**src/rtl/regfile_wb_arbiter_pkg.sv**
```systemverilog
// Shared sizing constants and grant encoding for the register-file write-port arbiter.
package regfile_wb_arbiter_pkg;
  localparam int XLEN_DEF         = 32;
  localparam int NREG_DEF         = 32;
  localparam int REG_AW           = 5;
  localparam int BUF_DEPTH_DEF    = 2;
  localparam int STARVE_LIMIT_DEF = 4;

  typedef enum logic [1:0] {
    GNT_NONE = 2'd0,
    GNT_WB   = 2'd1,
    GNT_BUF  = 2'd2
  } grantT;
endpackage

```
**src/rtl/regfile_wb_buf.sv**
```systemverilog
// Small circular FIFO holding LLU results; the head is visible combinationally
// so the arbiter can write it in the same cycle it is granted.
module regfile_wb_buf #(
  parameter int W     = 37,
  parameter int DEPTH = 2
) (
  input  logic         clk,
  input  logic         rst,
  input  logic         push,
  input  logic [W-1:0] pushData,
  input  logic         pop,
  output logic         full,
  output logic         empty,
  output logic [W-1:0] head
);
  localparam int PW = $clog2(DEPTH);
  localparam logic [PW:0] PTR_ONE = {{PW{1'b0}}, 1'b1};

  logic [W-1:0] mem [DEPTH];
  logic [PW:0]  wrPtr;
  logic [PW:0]  rdPtr;
  logic         doPush;
  logic         doPop;

  assign doPush = push && !full;
  assign doPop  = pop && !empty;

  always_ff @(posedge clk or posedge rst) begin
    if (rst) begin
      wrPtr <= '0;
      rdPtr <= '0;
    end else begin
      if (doPush) wrPtr <= wrPtr + PTR_ONE;
      if (doPop)  rdPtr <= rdPtr + PTR_ONE;
    end
  end

  always_ff @(posedge clk) begin
    if (doPush) mem[wrPtr[PW-1:0]] <= pushData;
  end

  // Extra pointer bit distinguishes full from empty when the indices match.
  assign empty = (wrPtr == rdPtr);
  assign full  = (wrPtr[PW-1:0] == rdPtr[PW-1:0]) && (wrPtr[PW] != rdPtr[PW]);
  assign head  = mem[rdPtr[PW-1:0]];
endmodule

```
**src/rtl/regfile_wb_arbiter.sv**
```systemverilog
// Shares the register-file write port between WB and buffered LLU results,
// tracking pending LLU destinations in a busy scoreboard.
module regfile_wb_arbiter
  import regfile_wb_arbiter_pkg::*;
#(
  parameter int XLEN         = XLEN_DEF,
  parameter int NREG         = NREG_DEF,
  parameter int BUF_DEPTH    = BUF_DEPTH_DEF,
  parameter int STARVE_LIMIT = STARVE_LIMIT_DEF
) (
  input  logic              clk,
  input  logic              rst,
  input  logic              wb_valid,
  input  logic [REG_AW-1:0] wb_rd,
  input  logic [XLEN-1:0]   wb_data,
  input  logic              llu_valid,
  input  logic [REG_AW-1:0] llu_rd,
  input  logic [XLEN-1:0]   llu_data,
  output logic              llu_ready,
  input  logic              iss_valid,
  input  logic [REG_AW-1:0] iss_rd,
  input  logic [REG_AW-1:0] rs1_addr,
  input  logic [REG_AW-1:0] rs2_addr,
  output logic              rs1_busy,
  output logic              rs2_busy,
  output logic              stall_req,
  output logic              rf_we,
  output logic [REG_AW-1:0] rf_waddr,
  output logic [XLEN-1:0]   rf_wdata,
  output logic              err_waw
);
  localparam int SCW = $clog2(STARVE_LIMIT + 1);
  localparam logic [SCW-1:0] STARVE_MAX = SCW'(STARVE_LIMIT);
  localparam logic [SCW-1:0] STARVE_ONE = SCW'(1);

  logic [XLEN+REG_AW-1:0] head;
  logic [REG_AW-1:0]      headRd;
  logic [XLEN-1:0]        headData;
  logic                   bufFull;
  logic                   bufEmpty;
  logic                   headPresent;
  logic                   push;
  logic                   pop;
  logic                   wbReal;
  logic                   issSet;
  logic                   popClr;
  logic                   errNow;
  logic [SCW-1:0]         starveCnt;
  logic [NREG-1:0]        busy;
  logic [NREG-1:0]        busyNext;
  logic                   errWaw;
  grantT                  grant;

  regfile_wb_buf #(.W(XLEN + REG_AW), .DEPTH(BUF_DEPTH)) uBuf (
    .clk      (clk),
    .rst      (rst),
    .push     (push),
    .pushData ({llu_rd, llu_data}),
    .pop      (pop),
    .full     (bufFull),
    .empty    (bufEmpty),
    .head     (head)
  );

  assign headRd      = head[XLEN+REG_AW-1:XLEN];
  assign headData    = head[XLEN-1:0];
  assign headPresent = !bufEmpty;
  assign llu_ready   = !bufFull;
  assign push        = llu_valid && !bufFull;
  assign wbReal      = wb_valid && (wb_rd != '0);
  assign stall_req   = headPresent && (starveCnt >= STARVE_MAX);

  always_comb begin
    grant = GNT_NONE;
    if (stall_req)        grant = GNT_BUF;
    else if (wbReal)      grant = GNT_WB;
    else if (headPresent) grant = GNT_BUF;
  end

  assign pop = (grant == GNT_BUF);

  // rd=0 entries still pop, they just never reach the register file.
  always_comb begin
    rf_we    = 1'b0;
    rf_waddr = '0;
    rf_wdata = '0;
    if (!rst) begin
      if (grant == GNT_WB) begin
        rf_we    = 1'b1;
        rf_waddr = wb_rd;
        rf_wdata = wb_data;
      end else if (grant == GNT_BUF && headRd != '0) begin
        rf_we    = 1'b1;
        rf_waddr = headRd;
        rf_wdata = headData;
      end
    end
  end

  always_ff @(posedge clk or posedge rst) begin
    if (rst)                       starveCnt <= '0;
    else if (!headPresent || pop)  starveCnt <= '0;
    else if (starveCnt != STARVE_MAX) starveCnt <= starveCnt + STARVE_ONE;
  end

  assign issSet = iss_valid && (iss_rd != '0);
  assign popClr = pop && (headRd != '0);

  // Set wins over a same-cycle clear; bit 0 is hard-wired idle.
  generate
    for (genvar gi = 0; gi < NREG; gi++) begin : gBusy
      if (gi == 0) begin : gZero
        assign busyNext[gi] = 1'b0;
      end else begin : gReg
        assign busyNext[gi] = (issSet && iss_rd == REG_AW'(gi)) ||
                              (busy[gi] && !(popClr && headRd == REG_AW'(gi)));
      end
    end
  endgenerate

  always_ff @(posedge clk or posedge rst) begin
    if (rst) busy <= '0;
    else     busy <= busyNext;
  end

  assign rs1_busy = busy[rs1_addr];
  assign rs2_busy = busy[rs2_addr];

  assign errNow = (issSet && busy[iss_rd] && !(popClr && headRd == iss_rd)) ||
                  ((grant == GNT_WB) && busy[wb_rd]) ||
                  (push && (llu_rd != '0) && !busy[llu_rd]);

  always_ff @(posedge clk or posedge rst) begin
    if (rst)         errWaw <= 1'b0;
    else if (errNow) errWaw <= 1'b1;
  end

  assign err_waw = errWaw;
endmodule

```
**config.mk**
```make
export PLATFORM = sky130hd
export DESIGN_NAME = regfile_wb_arbiter
export DESIGN_NICKNAME = d
export VERILOG_FILES = /design/src/rtl/regfile_wb_arbiter_pkg.sv /design/src/rtl/regfile_wb_buf.sv /design/src/rtl/regfile_wb_arbiter.sv
export SDC_FILE = /design/constraint.sdc
export NUM_CORES = 1
export LEC_CHECK = 0
export CORE_UTILIZATION = 45
export CTS_BUF_LIST = sky130_fd_sc_hd__clkbuf_4
export DETAILED_ROUTE_END_ITERATION = 10
export PLACE_DENSITY = 0.75
export SYNTH_ARGS = -nofsm -noshare
export SYNTH_HDL_FRONTEND = slang
export SYNTH_HIERARCHICAL = 1
export SYNTH_SLANG_ARGS = --single-unit
```
**constraint.sdc**
```tcl
create_clock -name clk -period 11.5 [get_ports clk]
set_input_delay 2.3 -clock clk [delete_from_list [all_inputs] [get_ports clk]]
set_output_delay 2.3 -clock clk [all_outputs]
set_load 0.01 [all_outputs]
```
### After elaboration in Yosys (flattened, before gate mapping)

Memory sizes are Yosys's and may differ from the RTL's.
Cells that the tools add are included.

* memories: 1
* register bits: 39
* word-level logic and storage cells: 291
* memory bits (writable): 74
* bits of input ports: 94

Memories
* uBuf.mem: words 2, width 37, rd ports 1, clocked after Yosys merged registers in 0, wr ports 1, line regfile_wb_buf.sv:19 `logic [W-1:0] mem [DEPTH];`

* muxes and demuxes: 26
* $lt $le $gt $ge: 6
* add/sub/neg operators: 3
* equal/unequal tests: 69
* reductions and logical operators: 181

Operators with widths (number)
* $eq A5 B5 Y1 const B: 32
* $logic_and A1 B1 Y1: 107
* $mux W32: 3
* $eq A5 B4 Y1 const B: 16
* $eq A5 B3 Y1 const B: 8
* $logic_not A1 Y1: 35
* $logic_or A1 B1 Y1: 34
* $lt A5 B6 Y1 const B: 5
* $bmux W1 S5: 5
* $eq A5 B2 Y1 const B: 4
* $reduce_bool A5 Y1: 4
* $mux W5: 3
* $eq A5 B1 Y1 const B: 2
* $mux W1: 10
* $mux W2: 3
* $mux W3: 2
* $eq A5 B5 Y1: 1
* $add A2 B1 Y2 const B: 2
* $add A3 B1 Y3 const B: 1
* $ge A3 B3 Y1 const B: 1
* $ne A3 B3 Y1 const B: 1
* $eq A2 B1 Y1 const B: 1
* $eq A2 B2 Y1: 1
* $eq A2 B2 Y1 const B: 1
* 3 further kinds: 3

### Depth between registers and ports, before layout

Gate-level depths: netlist of run 1.

* depth in word-level cells: 11
* depth in mapped cells: 11
* gate-level depth less buffers: 7

### Cells and area by module

The synthesis of run 1 kept the hierarchy.

Modules (own cells, without submodules)
* regfile_wb_arbiter: cells each 355, instances 1, area an instance 3449.6 um^2
* regfile_wb_buf: cells each 142, instances 1, area an instance 2915.3 um^2

### Least setup slack after synthesis of run 1

Ideal clock, no wire load.

* kind: input to output
* start: in rs1_addr[0]
* end: out rs1_busy
* stages on the path: 4
* path slack: 5195 ps
* required time: 9200 ps
* data arrival time: 4005 ps
* buffers on the path: 1
* path through: clkbuf_1 > mux4_2 > mux4_2 > mux2_2

* longest elaborated chain between the ends: 2

RTL lines
* start, declared: line regfile_wb_arbiter.sv:22 `input logic [REG_AW-1:0] rs1_addr,`
* $bmux W1 S5: line regfile_wb_arbiter.sv:126 `assign rs1_busy = busy[rs1_addr];`
* $mux W1 (implied by the code): line regfile_wb_arbiter.sv:126
* end, declared: line regfile_wb_arbiter.sv:24 `output logic rs1_busy,`

Every way passes these cells. The select of a mux whose other input is x is not followed.

### Worst setup path after layout of run 1

* start: in wb_rd[0]
* end: out rf_wdata[1]

* longest elaborated chain between the ends: 9
* elaborated cells between the ends (all ways): 10
* classes of those cells: eq/ne (2); mux (5); reduce/logical (3)

RTL lines
* start, declared: line regfile_wb_arbiter.sv:14 `input logic [REG_AW-1:0] wb_rd,`
* $reduce_bool A5 Y1 *: line regfile_wb_arbiter.sv:70 `assign wbReal = wb_valid && (wb_rd != '0);`
* $logic_and A1 B1 Y1 *: line regfile_wb_arbiter.sv:70
* $mux W2 *: line regfile_wb_arbiter.sv:76 `else if (wbReal) grant = GNT_WB;`
* $mux W2 *: line regfile_wb_arbiter.sv:75 `if (stall_req) grant = GNT_BUF;`
* $eq A2 B2 Y1: line regfile_wb_arbiter.sv:92 `end else if (grant == GNT_BUF && headRd != '0) begin`
* $logic_and A1 B1 Y1: line regfile_wb_arbiter.sv:92
* $mux W32: line regfile_wb_arbiter.sv:92
* $mux W32 *: line regfile_wb_arbiter.sv:88 `if (grant == GNT_WB) begin`
* $mux W32 *: line regfile_wb_arbiter.sv:87 `if (!rst) begin`
* end, declared: line regfile_wb_arbiter.sv:29 `output logic [XLEN-1:0] rf_wdata,`

Every way passes the cells marked *; elsewhere a longest branch is shown, timed or not.

==> impl_results.md, run 1 <==
- Pint: 1.11 mW
- Die span in x: 121 µm
- Rel. slew slack: 32.5%
- Synth Register Bits: 113
- Fin util: 58.3%
- CP Launch Type: primary input
- Mapped Cells: 497
- Max Cap Viol: 0
- Crit path DAT: 5.32 ns
- Critical Path RT: 9.20 ns
- Leakage dissipation: 2.86 nW
- Leading cell types in the layout, fill and taps excluded: 136 x clkdlybuf4s50_1, 74 x edfxtp_1, 64 x o21ai_0
- Via Count: 4901
- Status: completed
- Worst slack, placed: 3.88 ns
- RSZ-0062 raised after global routing: false
- Grt ovf: 0
- Sequential power share: 42.3%
- Slack of the critical path: 3.88 ns
- Core Region: 0.0138 mm²
- Period utilisation layout: 66.3%
- Startpoint of the worst hold path: starveCnt[2]
- DRT Wirelength: 16500 µm
- Final GP Congestion: 0.943
- CTS root buffer: clkbuf_4
- Maximum clock frequency: 0.131 GHz
- Critical Setup Path Class: primary input to primary output
- Number of distinct library cells after synthesis: 47
- Fin. max-slew vios: 0
- Syn_area_per_cell: 12.8 µm²
- NetSw: 681 µW
- Worst VDD drop: 86.0 µV
- Synth warn: 6
- Hold Path Stages: 1
- PortBufs: 136
- Crit path max fanout: 37
- First-pass GRT wire length: 25700 µm
- Met1 Usage GRT: 30.3%
- Dpl hpwl: 11800 µm
- Worst r2r src: uBuf/rdPtr[0]
- Starting density of the core: 46.0%
- M3 GR Usage: 6.48%
- I/O Pins: 137
- Resize count post-CTS: 0
- # nets final: 716
- Post-CTS setup buffer count: 0
- HP Class: register to register
- Num CTS Buffers: 17
- Initial antenna violation count: 1
- Gate power share: 43.1%
- Global routing's busiest layer: met2
- Setup slack, reg-to-reg: 8.24 ns
- Post-route ant nets: 0
- Hold EP: starveCnt[0]
- # hold bufs at CTS: 0
- Setup violators final: 0
- DRC viols: 0
- Die Y: 121 µm
- Share of cells above drive strength 1: 20.9%
- Synth Net Count: 593
- Number of global-route vias before repair: 4825
- Clock sinks: 113
- Final hold vios: 0
- CTS tree: done
- Synth-to-Final Area Change: 26.7%
- Initial DRC count: 644
- Placed insts: 781
- GRT Total Usage: 23.6%
- Power density over cell area: 222 mW/mm²
- Sequential area share after synthesis: 50.2%
- GR Layer Usage met2: 39.4%
- Total Power: 1.79 mW
- Worst reg-to-reg path cell count: 8
- Most common cell after layout, fill and taps aside: clkdlybuf4s50_1
- Clock Latency Late Sink: 0.51 ns
- RR Endpoint: err_waw
- Setup TNS: 0 ns
- CTS max path bufs: 2
- Switching Fraction: 38.0%
- Crit path capture type: primary output
- WL/cell: 20.3 µm
- Least-Margin Pin Slew: 1.01 ns
- Vias per cell: 6.03
- Post-Layout Cell Count: 813
- Post-route minimum period: 7.62 ns
- Reg clk slew, reported paths: 0.09 ns
- Clk network pwr share: 14.6%
- Overall die area: 0.0146 mm²
- CTS H-Tree Depth: 4
- Post-Syn Area: 0.00636 mm²
- Total iterations of the first detailed-routing run: 5
- Row cnt: 43
- Skew final: 0.0184 ns
- Largest net degree at the start of global routing: 46
==> critical path, cell delays in order <==
cell	delay (ns)
clkdlybuf4s50_1	0.74
or4_4	0.65
o211a_4	0.27
nor3_4	0.15
buf_4	0.37
a22oi_1	0.12
nor2_1	0.13
clkdlybuf4s50_1	0.57
==> layer usage <==
layer | share of wire [%] | vias to the layer above | wire [µm]
li1 | - | 2187 | -
met1 | 39 | 2424 | 6390
met2 | 51 | 266 | 8390
met3 | 9.1 | 24 | 1510
met4 | 1.3 | 0 | 208
met5 | 0 | - | 0
==> kinds of logic (layout without fill, tap and decap cells) <==
group,after synthesis,count (layout),synth area share [%]
AND/OR/NAND/NOR,112,112,8.67
multiplexers,99,99,24.6
other,0,1,0
AO/OA/AOI/OAI,117,117,11.3
buffers and inverters,46,181,3.58
XOR/XNOR,8,8,1.22
adder cells (fa/ha/maj),2,2,0.393
flip-flops,113,113,50.2
==> sequential cells by signal (all words and copies together), names as in the netlist <==
name and flops:
uBuf/mem 74, busy 31, starveCnt 3, uBuf/rdPtr 2, uBuf/wrPtr 2, err_waw 1
==> worst max-delay path by stage <==
stage                     start  slack [ns]            to  depth (start not counted)
detailed placement     wb_rd[0]        3.88   rf_wdata[1]                          8
CTS                    wb_rd[0]        3.88   rf_wdata[1]                          8
global route           wb_rd[0]        3.74  rf_wdata[12]                          8
finish                 wb_rd[0]        3.88   rf_wdata[1]                          8
global placement       wb_rd[0]        3.96   rf_waddr[0]                          8
floorplan           rs1_addr[0]        5.20      rs1_busy                          4
==> power by group through the flow <==
stage / Sequential (mW) / Clock (mW) / Combinational [mW]
floorplan: 0.677 / 0 / 0.574
global placement: 0.748 / 0 / 0.752
detailed placement: 0.760 / 0 / 0.768
CTS: 0.751 / 0.269 / 0.772
global route: 0.779 / 0.287 / 0.837
finish: 0.758 / 0.261 / 0.773
==> final cells by class <==
type	instances	area, µm²
inverters	8	30.0
flip-flops and latches	113	3200
well taps	180	225
repair buffers	142	1410
multi-input cells	338	2950
clock inverters	13	114
diodes	1	2.50
fillers	1129	5760
clock buffers	18	135
==> Yosys cell counts, drive strengths merged <==
master         number  share of area [%]
edfxtp             74                 35
o31ai               1               0.12
mux2               45                8.0
mux2i              14                2.2
nand2              22                1.3
or3b                1               0.14
clkbuf             24                1.4
xor2                5               0.69
clkdlybuf4s15       1               0.16
or4                 1               0.18
nand3b              4               0.47
nor3                3               0.41
a21oi               4               0.31
a211o               1               0.16
nor2               48                2.9
xnor2               3               0.53
dfrtp              39                 15
o211a               2               0.43
o21ai              67                5.3
nand2b              5               0.49
nor2b               5               0.49
and3b               2               0.31
a22o                1               0.14
a22oi              39                4.6
nand4               5               0.49
a41oi               1               0.14
inv                 8               0.47
and2b               1               0.14
nand4b              1               0.14
nor4                2               0.20
o211ai              1               0.12
mux4               40                 14
or3                 1              0.098
nand3               8               0.63
ha                  2               0.39
or2b                1               0.12
or2                 2               0.20
buf                13                1.5
==> metrics by stage <==
step                instance area [µm²]  hold slack, ns
floorplan                          6360           0.409
global placement                   7810           0.421
detailed placement                 7810           0.431
CTS                                8060           0.444
global route                       8070           0.462
finish                             8070           0.444
Power figures use the tool's default switching activity.
==> inputs of run 2 (changes only) <==
==> constraint.sdc (replaced) <==
create_clock -name clk -period 7.7 [get_ports clk]
set_input_delay 1.54 -clock clk [delete_from_list [all_inputs] [get_ports clk]]
set_output_delay 1.54 -clock clk [all_outputs]
set_load 0.01 [all_outputs]
==> run 2 against run 1 <==
Compared with the run above:
- clock skew increased by 0.010 ns
- critical path type unchanged
- non-clock buffer count unchanged
- utilization increased by 0.23 points
==> impl_results.md, run 2 (synthesized netlist as in run 1, its figures left out) <==
- Setup slack, reg-to-reg: 4.42 ns
- Setup violators final: 0
- Period utilisation layout: 79.7%
- Largest net degree at the start of global routing: 46
- CTS max path bufs: 2
- Post-CTS setup buffer count: 0
- Resize count post-CTS: 0
- CTS H-Tree Depth: 4
- Crit path max fanout: 37
- Worst VDD drop: 173 µV
- RR Endpoint: err_waw
- Fin. max-slew vios: 0
- I/O Pins: 137
- Maximum clock frequency: 0.163 GHz
- Initial DRC count: 631
- Via Count: 4901
- Worst reg-to-reg path cell count: 8
- Hold Path Stages: 1
- DRT Wirelength: 16600 µm
- # nets final: 716
- GRT Total Usage: 23.7%
- DRC viols: 0
- Die Y: 121 µm
- Hold EP: starveCnt[0]
- Clock sinks: 113
- Skew final: 0.0283 ns
- Total Power: 2.72 mW
- Most common cell after layout, fill and taps aside: clkdlybuf4s50_1
- Least-Margin Pin Slew: 1.02 ns
- Vias per cell: 6.02
- Post-route minimum period: 6.14 ns
- Grt ovf: 0
- Synth-to-Final Area Change: 27.2%
- Crit path capture type: primary output
- RSZ-0062 raised after global routing: false
- Fill cells: 1092
- PortBufs: 136
- Post-route ant nets: 0
- Leakage dissipation: 2.88 nW
- Overall die area: 0.0146 mm²
- Max Cap Viol: 0
- Crit path DAT: 4.60 ns
- Placed insts: 781
- Row cnt: 43
- Critical Setup Path Class: primary input to primary output
- Total iterations of the first detailed-routing run: 5
- Die span in x: 121 µm
- Rel. slew slack: 32.2%
- Post-Layout Cell Count: 814
- Num CTS Buffers: 17
- CTS tree: done
- Critical Path RT: 6.16 ns
- Worst r2r src: uBuf/rdPtr[0]
- Reg clk slew, reported paths: 0.10 ns
- Setup TNS: 0 ns
- Power density over cell area: 336 mW/mm²
- Final GP Congestion: 0.942
- WL/cell: 20.4 µm
- Startpoint of the worst hold path: starveCnt[2]
- Starting density of the core: 46.0%
- CTS root buffer: clkbuf_4
- HP Class: register to register
- Clock Latency Late Sink: 0.52 ns
- Dpl hpwl: 11900 µm
- Status: completed
- First-pass GRT wire length: 26000 µm
- Max FFs per register: 74
- CP Launch Type: primary input
- Number of global-route vias before repair: 4888
- Leading cell types in the layout, fill and taps excluded: 136 x clkdlybuf4s50_1, 74 x edfxtp_1, 64 x o21ai_0
- Fin util: 58.6%
- Core Region: 0.0138 mm²
- Share of cells above drive strength 1: 21.0%
- Initial antenna violation count: 1
- Final hold vios: 0
- # hold bufs at CTS: 0
[run 2: critical path: stages]
cell             delay [ns]
clkdlybuf4s50_1        0.74
or4_4                  0.64
o211a_4                0.27
nor3_4                 0.15
buf_4                  0.39
a22oi_1                0.12
nor2_1                 0.14
clkdlybuf4s50_1        0.58
[run 2: power by group]
group / leakage [nW] / total [mW] / internal, mW / switching, mW
sequential: 1.15 / 1.13 / 0.892 / 0.242
clock: 0.149 / 0.433 / 0.200 / 0.233
combinational: 1.58 / 1.15 / 0.608 / 0.547
[run 2: cell type report]
class / count / area, µm² / share of cell area [%]
sequential: 113 / 3200 / 39.5
tap: 180 / 225 / 2.78
antenna: 1 / 2.50 / 0.0309
timing repair buffer: 142 / 1410 / 17.4
clock inverter: 13 / 138 / 1.70
multi-input combinational: 338 / 2950 / 36.5
clock buffer: 19 / 143 / 1.76
inverter: 8 / 30.0 / 0.371
[run 2: per-layer routing]
metal,vias to the layer above,track usage [%],share of wire (%)
met1,2439,30.7,40
met2,249,39.2,51
li1,2185,-,-
met3,28,5.87,8.3
met4,0,7.72,1.4
met5,-,0,0
[run 2: how the worst max path moves through the flow]
stage	endpoint	start
floorplan	rs1_busy	rs1_addr[0]
global placement	rf_waddr[0]	wb_rd[0]
detailed placement	rf_wdata[1]	wb_rd[0]
CTS	rf_wdata[1]	wb_rd[0]
global route	rf_wdata[1]	wb_rd[0]
finish	rf_wdata[1]	wb_rd[0]
[run 2: through the flow]
step	hold slack (ns)	worst slack (ns)	cell area, µm²
floorplan	0.409	2.92	6360
global route	0.462	1.44	8100
detailed placement	0.436	1.57	7810
global placement	0.421	1.68	7810
CTS	0.450	1.57	8090
finish	0.442	1.56	8100
==> inputs of run 3 (changes only) <==
--- a/config.mk
+++ b/config.mk
@@ -8,7 +8,7 @@
 export CORE_UTILIZATION = 45
 export CTS_BUF_LIST = sky130_fd_sc_hd__clkbuf_4
 export DETAILED_ROUTE_END_ITERATION = 10
-export PLACE_DENSITY = 0.75
+export PLACE_DENSITY = 0.78
 export SYNTH_ARGS = -nofsm -noshare
 export SYNTH_HDL_FRONTEND = slang
 export SYNTH_HIERARCHICAL = 1
==> constraint.sdc (replaced) <==
create_clock -name clk -period 5.2 [get_ports clk]
set_input_delay 1.04 -clock clk [delete_from_list [all_inputs] [get_ports clk]]
set_output_delay 1.04 -clock clk [all_outputs]
set_load 0.01 [all_outputs]
==> run 3 against run 2 <==
Compared with the run above:
- hold slack better by 0.0027 ns
- die area unchanged
- final cell count up 0.61%
- power up 51%
- clock power up 58%
- critical path type unchanged
- first-iteration DRC count down 7.3%
- sequential power up 48%
- sequential share of layout area down 0.27 points
- routed wire length up 3.4%
- combinational power up 54%
- flip-flop and latch count unchanged
- register-to-register slack worse by 2.0 ns
==> impl_results.md, run 3 (synthesized netlist as in run 1, its figures left out) <==
- Hold Path Stages: 1
- Post-route ant nets: 0
- Max FFs per register: 74
- CTS tree: done
- Setup violators final: 0
- Maximum clock frequency: 0.212 GHz
- Leakage dissipation: 2.91 nW
- Worst r2r src: uBuf/wrPtr[1]
- Post-route minimum period: 4.73 ns
- Slowest library cell on the worst path: clkdlybuf4s50_1
- Dpl hpwl: 12100 µm
- Core Region: 0.0138 mm²
- Power density over cell area: 505 mW/mm²
- Setup slack, reg-to-reg: 2.45 ns
- Final GP Congestion: 0.935
- PortBufs: 136
- Hold EP: starveCnt[0]
- Worst slack, placed: 0.496 ns
- Fin. max-slew vios: 0
- Gate power share: 42.9%
- Sequential power share: 40.6%
- HP Class: register to register
- Final hold vios: 0
- Period utilisation layout: 90.9%
- Switching Fraction: 38.7%
- DRC viols: 0
- Clk network pwr share: 16.5%
- Initial DRC count: 585
- Crit path max fanout: 36
- Least-Margin Pin Slew: 0.801 ns
- # hold bufs at CTS: 0
- Worst reg-to-reg path cell count: 6
- Fill cells: 1094
- Critical Path RT: 4.16 ns
- Most used cell along the critical path: clkdlybuf4s50_1
- Max Cap Viol: 0
- I/O Pins: 137
- Starting density of the core: 46.0%
- Overall die area: 0.0146 mm²
- Post-CTS setup buffer count: 0
- Die span in x: 121 µm
- Setup TNS: 0 ns
- WL/cell: 20.9 µm
- Die Y: 121 µm
- Crit path capture type: primary output
- Rel. slew slack: 46.4%
- Num CTS Buffers: 17
- Skew final: 0.0226 ns
- Synth-to-Final Area Change: 28.1%
- Largest net degree at the start of global routing: 41
- CTS root buffer: clkbuf_4
- Fin util: 59.0%
- Total iterations of the first detailed-routing run: 5
- Vias per cell: 6.02
- Status: completed
- Crit path DAT: 3.69 ns
- RSZ-0062 raised after global routing: false
- Family with the most delay on the worst path: buffers and inverters
- Clock Latency Late Sink: 0.50 ns
- Max stage delay on crit path: 0.56 ns
- Via Count: 4930
- Crit path cell chain: clkdlybuf4s50_1 > or4_4 > o211a_4 > nor3_4 > buf_4 > a22oi_1 > nor2_1 > clkdlybuf4s50_1
- Worst VDD drop: 185 µV
- Slack of the critical path: 0.473 ns
- CP Launch Type: primary input
- Resize count post-CTS: 0
- DRT Wirelength: 17100 µm
- Pint: 2.53 mW
- Number of global-route vias before repair: 4868
- Share of cells above drive strength 1: 21.4%
- CTS H-Tree Depth: 4
- Row cnt: 43
- Critical Setup Path Class: primary input to primary output
- CTS max path bufs: 2
- Grt ovf: 0
- RR Endpoint: uBuf/mem[1][16]
- First-pass GRT wire length: 26000 µm
- NetSw: 1.59 mW
- Worst Path Buf+Inv: 3
- Startpoint of the worst hold path: starveCnt[2]
- Most common cell after layout, fill and taps aside: clkdlybuf4s50_1
- Reg clk slew, reported paths: 0.11 ns
- # nets final: 720
- Leading cell types in the layout, fill and taps excluded: 136 x clkdlybuf4s50_1, 74 x edfxtp_1, 64 x o21ai_0
- Clock sinks: 113
- Initial antenna violation count: 2
- GRT Total Usage: 23.8%
[run 3: changes by cell type in the layout (fill, tap and decap cells not counted), moves of 2 or more]
| cell | delta |
|---|---|
| inv_8 | +3 |
| clkbuf_4 | -2 |
| inv_6 | +3 |
| buf_4 | +4 |
| clkinvlp_4 | -2 |
| clkinv_2 | -4 |
[run 3: worst max path at each step]
stage | depth (start not counted) | to | from | slack [ns]
CTS | 8 | rf_wdata[21] | wb_rd[2] | 0.49
global route | 8 | rf_wdata[26] | wb_rd[2] | 0.39
detailed placement | 8 | rf_wdata[21] | wb_rd[2] | 0.50
finish | 8 | rf_wdata[21] | wb_rd[2] | 0.47
global placement | 8 | rf_wdata[21] | wb_rd[2] | 0.53
floorplan | 4 | rs1_busy | rs1_addr[0] | 1.42
[run 3: power by group through the flow]
stage          registers, mW  clock network (mW)  logic (mW)
2_1_floorplan           1.50                   0        1.27
6_report                1.67               0.682        1.77
5_1_grt                 1.69               0.731        1.90
3_5_place_dp            1.67                   0        1.75
3_3_place_gp            1.66                   0        1.71
4_1_cts                 1.65               0.693        1.76
[run 3: layer usage]
metal  track usage, %  vias up  wire [µm]
met4             11.2        0        455
li1                 -     2199          -
met3             4.70       50       1490
met2             38.8      282       8640
met5                0        -          0
met1             30.6     2399       6540
[run 3: area by class of cell]
class                   count  area [µm²]  share of cell area [%]
well taps                 180         225                    2.76
clock inverters            15         175                    2.15
multi-input cells         338        2950                    36.2
diodes                      2        5.00                  0.0614
inverters                   8        30.0                   0.368
clock buffers              17         128                    1.57
flip-flops and latches    113        3200                    39.2
repair buffers            146        1440                    17.6
[run 3: stage by stage]
stage / instance area [µm²] / total power, mW / std cells / hold WS (ns)
after global placement: 7840 / 3.37 / 785 / 0.415
final: 8150 / 4.12 / 819 / 0.445
after detailed placement: 7840 / 3.42 / 785 / 0.436
after CTS: 8150 / 4.11 / 817 / 0.451
after floorplan: 6360 / 2.77 / 497 / 0.409
after global routing: 8150 / 4.32 / 818 / 0.480
[run 3: worst reg2reg max path: stages, from the launching register on]
cell and delay [ns]:
dfrtp_1 0.48, xnor2_2 0.26, nor2_1 0.09, nor2b_1 0.41, nand2_1 0.21, a21oi_4 0.61
buf_4 0.38
